File: config.mk
export PLATFORM = sky130hd
export DESIGN_NAME = spi_mem_loader
export DESIGN_NICKNAME = d
export VERILOG_FILES = /design/src/rtl/spi_mem_loader.sv
export SDC_FILE = /design/constraint.sdc
export NUM_CORES = 1
export LEC_CHECK = 0
export CAP_MARGIN = 20
export CELL_PAD_IN_SITES_DETAIL_PLACEMENT = 1
export CELL_PAD_IN_SITES_GLOBAL_PLACEMENT = 1
export CORE_ASPECT_RATIO = 0.7
export CORE_MARGIN = 1.5
export CORE_UTILIZATION = 41
export CTS_CLUSTER_DIAMETER = 100
export DETAILED_ROUTE_END_ITERATION = 10
export PLACE_DENSITY_LB_ADDON = 0.1
export SLEW_MARGIN = 30
export SYNTH_ARGS = -nofsm -noshare
export SYNTH_HDL_FRONTEND = slang
export SYNTH_SLANG_ARGS = --single-unit
File: constraint.sdc
create_clock -name clk -period 2.2 [get_ports clk]
set_clock_uncertainty 0.2 [all_clocks]
set_input_delay 0.55 -clock clk [delete_from_list [all_inputs] [get_ports clk]]
set_output_delay 0.55 -clock clk [all_outputs]
set_load 0.02 [all_outputs]
File: src/rtl/spi_mem_loader.sv
// SPI-to-RAM loader: oversamples SPI in the clk domain, takes one address word
// then a burst of data words, and emits one-hot bank write strobes with auto-increment.
module spi_mem_loader #(
    parameter int unsigned ADDR_W    = 16,
    parameter int unsigned DATA_W    = 8,
    parameter int unsigned LOCAL_W   = 13,
    parameter int unsigned BANK_BITS = 1
) (
    input  logic                        clk,
    input  logic                        rst,
    input  logic                        spi_sck,
    input  logic                        spi_mosi,
    input  logic                        spi_ss_n,
    output logic [(1<<BANK_BITS)-1:0]   wr_en,
    output logic [LOCAL_W-1:0]          wr_addr,
    output logic [DATA_W-1:0]           wr_data,
    output logic [DATA_W-1:0]           last_data,
    output logic                        busy,
    output logic                        frame_err
);
    localparam int unsigned NUM_BANKS = 1 << BANK_BITS;
    localparam int unsigned SHIFT_W   = (ADDR_W > DATA_W) ? ADDR_W : DATA_W;
    localparam int unsigned CNT_W     = $clog2(SHIFT_W + 1);

    typedef enum logic [1:0] {IDLE, ADDR, DATA} state_t;

    logic sck_s1_q, sck_s2_q, sck_h_q;
    logic mosi_s1_q, mosi_s2_q;
    logic ss_s1_q, ss_s2_q, ss_h_q;
    logic [1:0] settle_q, settle_d;

    state_t                 state_q, state_d;
    logic [CNT_W-1:0]       bit_cnt_q, bit_cnt_d;
    logic [SHIFT_W-1:0]     shift_q, shift_d, shift_in;
    logic [BANK_BITS-1:0]   bank_q, bank_d;
    logic [NUM_BANKS-1:0]   wr_en_q, wr_en_d;
    logic [LOCAL_W-1:0]     wr_addr_q, wr_addr_d;
    logic [DATA_W-1:0]      wr_data_q, wr_data_d;
    logic [DATA_W-1:0]      last_data_q, last_data_d;
    logic                   busy_q, busy_d;
    logic                   frame_err_q, frame_err_d;
    logic                   edges_ok, sck_rise, ss_fall, ss_rise;

    // Edges are ignored until the synchroniser and history stages hold real samples,
    // so a select held low through reset is not mistaken for a new frame start.
    always_comb begin
        settle_d = (settle_q == 2'd3) ? settle_q : settle_q + 2'd1;
        edges_ok = (settle_q == 2'd3);
        sck_rise = edges_ok & sck_s2_q & ~sck_h_q;
        ss_fall  = edges_ok & ~ss_s2_q & ss_h_q;
        ss_rise  = edges_ok & ss_s2_q & ~ss_h_q;
        shift_in = {shift_q[SHIFT_W-2:0], mosi_s2_q};
    end

    always_comb begin
        state_d     = state_q;
        bit_cnt_d   = bit_cnt_q;
        shift_d     = shift_q;
        bank_d      = bank_q;
        wr_en_d     = '0;
        wr_addr_d   = (wr_en_q != '0) ? wr_addr_q + LOCAL_W'(1) : wr_addr_q;
        wr_data_d   = wr_data_q;
        last_data_d = last_data_q;
        frame_err_d = frame_err_q;

        if (ss_fall) begin
            state_d     = ADDR;
            bit_cnt_d   = '0;
            frame_err_d = 1'b0;
        end else begin
            case (state_q)
                IDLE: ;
                ADDR: begin
                    if (sck_rise) begin
                        shift_d = shift_in;
                        if (bit_cnt_q == CNT_W'(ADDR_W - 1)) begin
                            wr_addr_d = shift_in[LOCAL_W-1:0];
                            bank_d    = shift_in[LOCAL_W +: BANK_BITS];
                            bit_cnt_d = '0;
                            state_d   = DATA;
                        end else begin
                            bit_cnt_d = bit_cnt_q + CNT_W'(1);
                        end
                    end
                    if (ss_rise) begin
                        state_d     = IDLE;
                        frame_err_d = (bit_cnt_d != '0);
                    end
                end
                DATA: begin
                    // A final bit coincident with ss_rise is still written.
                    if (sck_rise) begin
                        shift_d = shift_in;
                        if (bit_cnt_q == CNT_W'(DATA_W - 1)) begin
                            wr_data_d       = shift_in[DATA_W-1:0];
                            last_data_d     = shift_in[DATA_W-1:0];
                            wr_en_d[bank_q] = 1'b1;
                            bit_cnt_d       = '0;
                        end else begin
                            bit_cnt_d = bit_cnt_q + CNT_W'(1);
                        end
                    end
                    if (ss_rise) begin
                        state_d     = IDLE;
                        frame_err_d = (bit_cnt_d != '0);
                    end
                end
                default: state_d = IDLE;
            endcase
        end
        busy_d = (state_d != IDLE);
    end

    always_ff @(posedge clk) begin
        if (rst) begin
            sck_s1_q    <= 1'b0;
            sck_s2_q    <= 1'b0;
            sck_h_q     <= 1'b0;
            mosi_s1_q   <= 1'b0;
            mosi_s2_q   <= 1'b0;
            ss_s1_q     <= 1'b1;
            ss_s2_q     <= 1'b1;
            ss_h_q      <= 1'b1;
            settle_q    <= 2'd0;
            state_q     <= IDLE;
            bit_cnt_q   <= '0;
            shift_q     <= '0;
            bank_q      <= '0;
            wr_en_q     <= '0;
            wr_addr_q   <= '0;
            wr_data_q   <= '0;
            last_data_q <= '0;
            busy_q      <= 1'b0;
            frame_err_q <= 1'b0;
        end else begin
            sck_s1_q    <= spi_sck;
            sck_s2_q    <= sck_s1_q;
            sck_h_q     <= sck_s2_q;
            mosi_s1_q   <= spi_mosi;
            mosi_s2_q   <= mosi_s1_q;
            ss_s1_q     <= spi_ss_n;
            ss_s2_q     <= ss_s1_q;
            ss_h_q      <= ss_s2_q;
            settle_q    <= settle_d;
            state_q     <= state_d;
            bit_cnt_q   <= bit_cnt_d;
            shift_q     <= shift_d;
            bank_q      <= bank_d;
            wr_en_q     <= wr_en_d;
            wr_addr_q   <= wr_addr_d;
            wr_data_q   <= wr_data_d;
            last_data_q <= last_data_d;
            busy_q      <= busy_d;
            frame_err_q <= frame_err_d;
        end
    end

    assign wr_en     = wr_en_q;
    assign wr_addr   = wr_addr_q;
    assign wr_data   = wr_data_q;
    assign last_data = last_data_q;
    assign busy      = busy_q;
    assign frame_err = frame_err_q;
endmodule

==> results.md <==
- The max-slew violation count is 0.
- Setup violations remaining at the end of the flow were counted as 0.
- The first detailed-routing pass ran for 4 iterations.
- The antenna violation net count after detailed routing is 0.
- The leakage power is 1.22 nW.
- The number of enable-type register cells in the synthesized netlist is 0.
- Data on the critical path is required at its endpoint by 1.45 ns.
- The run finished with clean final reports.
- The total setup buffers inserted after CTS is 0.
- The share of the yosys chip area belonging to registers is 0.437.
- The area fraction in and, or, nand and nor cells after synthesis is 0.234.
- The register cell area after layout is 0.00112 mm².
- The origin of the critical flop-to-flop path is bit_cnt_q[0]$_SDFFE_PP0P_.
- The maximum fanout encountered on the critical timing path is 5.
- Power comes to 0.00175 W.
- The post-synthesis share of cell area spent on full adders, half adders and majority gates is 0.0439.
- The first global-routing pass estimated 10300 µm of wire.
- The number of antenna violations at the first check in global routing is 0.
- The area used by multi-input combinational logic is 0.00131 mm².
- The top cell types in the final layout, fill and taps aside, are sky130_fd_sc_hd__dfxtp_1 (56), sky130_fd_sc_hd__nor2_1 (35), sky130_fd_sc_hd__clkdlybuf4s50_1 (34).
- The maximum operating frequency is 0.469 GHz.
- Of the cells placed in the final design, the portion with a size suffix greater than 1 is 0.0895.
- The family with the most delay on the worst path is buffers and inverters.
- Routability-driven placement finished with a final weighted congestion of 0.786.
- The number of buffers inserted for hold repair after clock tree synthesis is 0.
- Measured against the total synthesized area, the mux share comes to 0.0469.
- Once detailed placement completed, the half-perimeter wirelength came to 4370 µm.
- Synthesis produced 284 cells.
- The final-report hold violation count is 0.
- Leaving out fill and tap cells, the most frequent cell in the layout is sky130_fd_sc_hd__dfxtp_1.
- Synthesis produced a netlist with a net count of 298.
- The site row count is 23.
- The via count is 2098.
- The post-detailed-placement cell area is 0.00298 mm².
- Setup repair after global routing left no endpoint under its margin.
- After clock tree synthesis, the clock-pin slew on the worst setup and hold paths is 0.10 ns.
- The final routed wirelength across all metal layers is 6020 µm.
- At the placement stage, the worst setup path has a slack of 0.0341 ns.
- After routing the design area is 0.00309 mm².
- For this design the ratio of total power to cell area is 568 mW/mm².
- Measured along the x axis, the die boundary spans 97.5 µm.
- After synthesis, the largest family of logic cells by area is simple AND/OR/NAND/NOR gates.
- The cell type of the slowest stage on the worst timing path is sky130_fd_sc_hd__clkdlybuf4s50_1.
- For this run, the slowest stage of the critical path takes 0.64 ns.
- The Yosys step of the flow raised 0 warnings.
- The start-to-end type of the worst setup path is reg -> out.
- The die footprint is 0.00674 mm².
- Of all flip-flops after synthesis, the portion carrying an async set or reset was 0.
- The mean cell area of the mapped netlist is 9.03 µm².
- Of the total synthesized cell area, the portion taken by XOR and XNOR cells is 0.0478.
- The detailed router's first-iteration violation count is 65.
- The total track usage is 0.187.
- For this configuration, the core starts out at a cell density of 0.437.
- The H-tree level count is 2.
- The later pin in the worst-skew pair is clocked with a latency of 0.31 ns.
- Dividing the detail-routed wire length by the instance count gives 15.5 µm.
- In this run the worst setup path begins at wr_addr[7]$_SDFF_PP0_.
- Of all cell types, the one taking the most synthesized area is sky130_fd_sc_hd__dfxtp_1.
- Measured along the y axis, the die boundary spans 69.2 µm.
- Adding up every negative setup slack in the final design gives 0 ns.
- The count of buffers inserted at the top-level ports is 37.
- The core region is 0.00587 mm².
- The routed design could run at a clock period as short as 2.13 ns.
- Traced cell by cell, the critical path runs through clkdlybuf4s50_1.
- The buffer levels on the longest clock path is 2.
- The via density per instance is 5.41.
- The number of antenna diodes in the final layout is 0.
- STA classifies the critical path startpoint as a register.
- The tightest min-delay check is of the reg -> reg type.
- The worst max-slew margin expressed relative to the limit is 0.688.
- The unique cell type count in the Yosys netlist is 49.
- The via count of the first global-routing pass was 2010.
- The share of synthesized area in the top cell type comes to 0.437.
- The worst ir drop on vdd is 0.000288 V.
- The post-cts sizing count is 0.
- In this run the most critical hold path is launched from ss_s1_q$_SDFF_PP1_.
- The capturing element type of the critical path is an output port.
- TritonCTS built the clock tree.
- CTS saw 56 sinks.
- The number of nets in the layout is 328.
- The worst path meets setup with 0.0688 ns of slack.
- The portion of the clock cycle consumed by the worst path in the final layout is 0.969.
- The remaining global-route overflow is 0.
- The number of top-level design ports is 38.
- The transition at the pin with the smallest max-transition slack is 0.467 ns.
- For the worst setup path, the data arrival time is 1.38 ns.
- The worst path buffer plus inverter count is 1.
- Entering global routing, the biggest net connects 50 pins.
- In the post-synthesis netlist, the biggest area contributors are sky130_fd_sc_hd__dfxtp_1 (44%), sky130_fd_sc_hd__nor2_1 (5.1%), sky130_fd_sc_hd__mux2i_1 (4.7%).
- The number of filler instances in the final layout is 688.
- The mapped cell area is 0.00256 mm².
- The count of maximum capacitance violations is 0.
- In the routed design, unresolved DRC markers number 0.
- For this run, the leading register cell type out of synthesis is sky130_fd_sc_hd__dfxtp_1.
- The post-synthesis compound-gate area fraction came to 0.136.
- The number of buffers inserted during clock tree synthesis is 5.
- The signed area change from the synthesized netlist to the final layout is 20.4%.
- Synthesis inferred 56 register bits.
- The buffer type at the clock tree root is sky130_fd_sc_hd__clkbuf_8.
-- cell usage after synthesis, types with 2 or more instances --
library cell               instances
sky130_fd_sc_hd__and3_1            2
sky130_fd_sc_hd__xor2_1            6
sky130_fd_sc_hd__nand2_1          24
sky130_fd_sc_hd__mux2i_1          12
sky130_fd_sc_hd__nor3_1            5
sky130_fd_sc_hd__xnor2_1           8
sky130_fd_sc_hd__nor2_1           35
sky130_fd_sc_hd__nor2b_1           9
sky130_fd_sc_hd__buf_4             8
sky130_fd_sc_hd__inv_1             7
sky130_fd_sc_hd__or2_2             3
sky130_fd_sc_hd__clkbuf_1          8
sky130_fd_sc_hd__nand3_1          17
sky130_fd_sc_hd__a211oi_1         14
sky130_fd_sc_hd__dfxtp_1          56
sky130_fd_sc_hd__nand3b_1          3
sky130_fd_sc_hd__buf_2             4
sky130_fd_sc_hd__a21oi_1          19
sky130_fd_sc_hd__o21ai_0           5
sky130_fd_sc_hd__ha_1              9
sky130_fd_sc_hd__nor3_2            2
-- worst register-to-register path, delay by kind of cell (launching register included) --
kind	cells	cell delay, ns
simple gates	1	0.19
flops	1	0.41
compound gates	4	0.73
fa+ha+maj	2	0.48
-- area by class of cell --
| cell class | instances | share of cell area |
|---|---|---|
| multi-input combinational | 200 | 0.423 |
| sequential | 56 | 0.363 |
| timing repair buffer | 44 | 0.143 |
| tap | 75 | 0.0304 |
| clock buffer | 5 | 0.0223 |
| clock inverter | 1 | 0.00972 |
| inverter | 7 | 0.00851 |
-- sequential cells by signal (all words and copies together), names as in the netlist --
| signal | count |
|---|---|
| sck_s2_q | 1 |
| wr_en | 2 |
| ss_s2_q | 1 |
| ss_s1_q | 1 |
| ss_h_q | 1 |
| sck_s1_q | 1 |
| mosi_s2_q | 1 |
| shift_q | 13 |
| state_q | 2 |
| sck_h_q | 1 |
| bit_cnt_q | 5 |
| mosi_s1_q | 1 |
| settle_q | 2 |
| busy | 1 |
| wr_addr | 13 |
| bank_q | 1 |
| frame_err | 1 |
| last_data | 8 |
-- stage by stage --
step,std cells,hold slack (ns),utilization
2_1_floorplan,284,0.189,-
3_3_place_gp,382,0.198,0.507
3_5_place_dp,382,0.196,0.507
4_1_cts,388,0.218,0.524
5_1_grt,388,0.235,0.526
6_report,388,0.217,0.526
-- per-layer routing --
metal / wire length (µm) / vias up / global-route usage
met5: 0 / - / 0
met4: 53 / 0 / 0.0524
met3: 229 / 7 / 0.0385
met2: 2540 / 42 / 0.273
met1: 3200 / 1010 / 0.276
li1: - / 1039 / -
-- final timing paths --
path	slack (ns)	end	cells past startpoint
worst max-delay path	0.07	wr_addr[7]	1
worst max register to register	0.09	frame_err$_SDFFE_PP0P_	7
worst min register to register	0.22	ss_s2_q$_SDFF_PP1_	1
worst min-delay path	0.22	ss_s2_q$_SDFF_PP1_	1
-- report_power, final --
| group | switching (W) | total [W] | internal (W) |
|---|---|---|---|
| Clock | 0.000321 | 0.000648 | 0.000327 |
| Sequential | 0.00000813 | 0.00104 | 0.00103 |
| Combinational | 0.0000392 | 0.0000692 | 0.0000300 |
| Total | 0.000368 | 0.00175 | 0.00139 |
-- logic make-up (layout without fill, tap and decap cells) --
kind of cell	after synthesis	count (layout)
AOI/OAI and AO/OA	51	51
xor gates and xnor gates	14	14
adders and majority gates	9	9
buffers and inverters	28	57
DFF	56	56
muxes	12	12
and+or+nand+nor	114	114
Note: power is estimated with default switching activity, not from simulation.
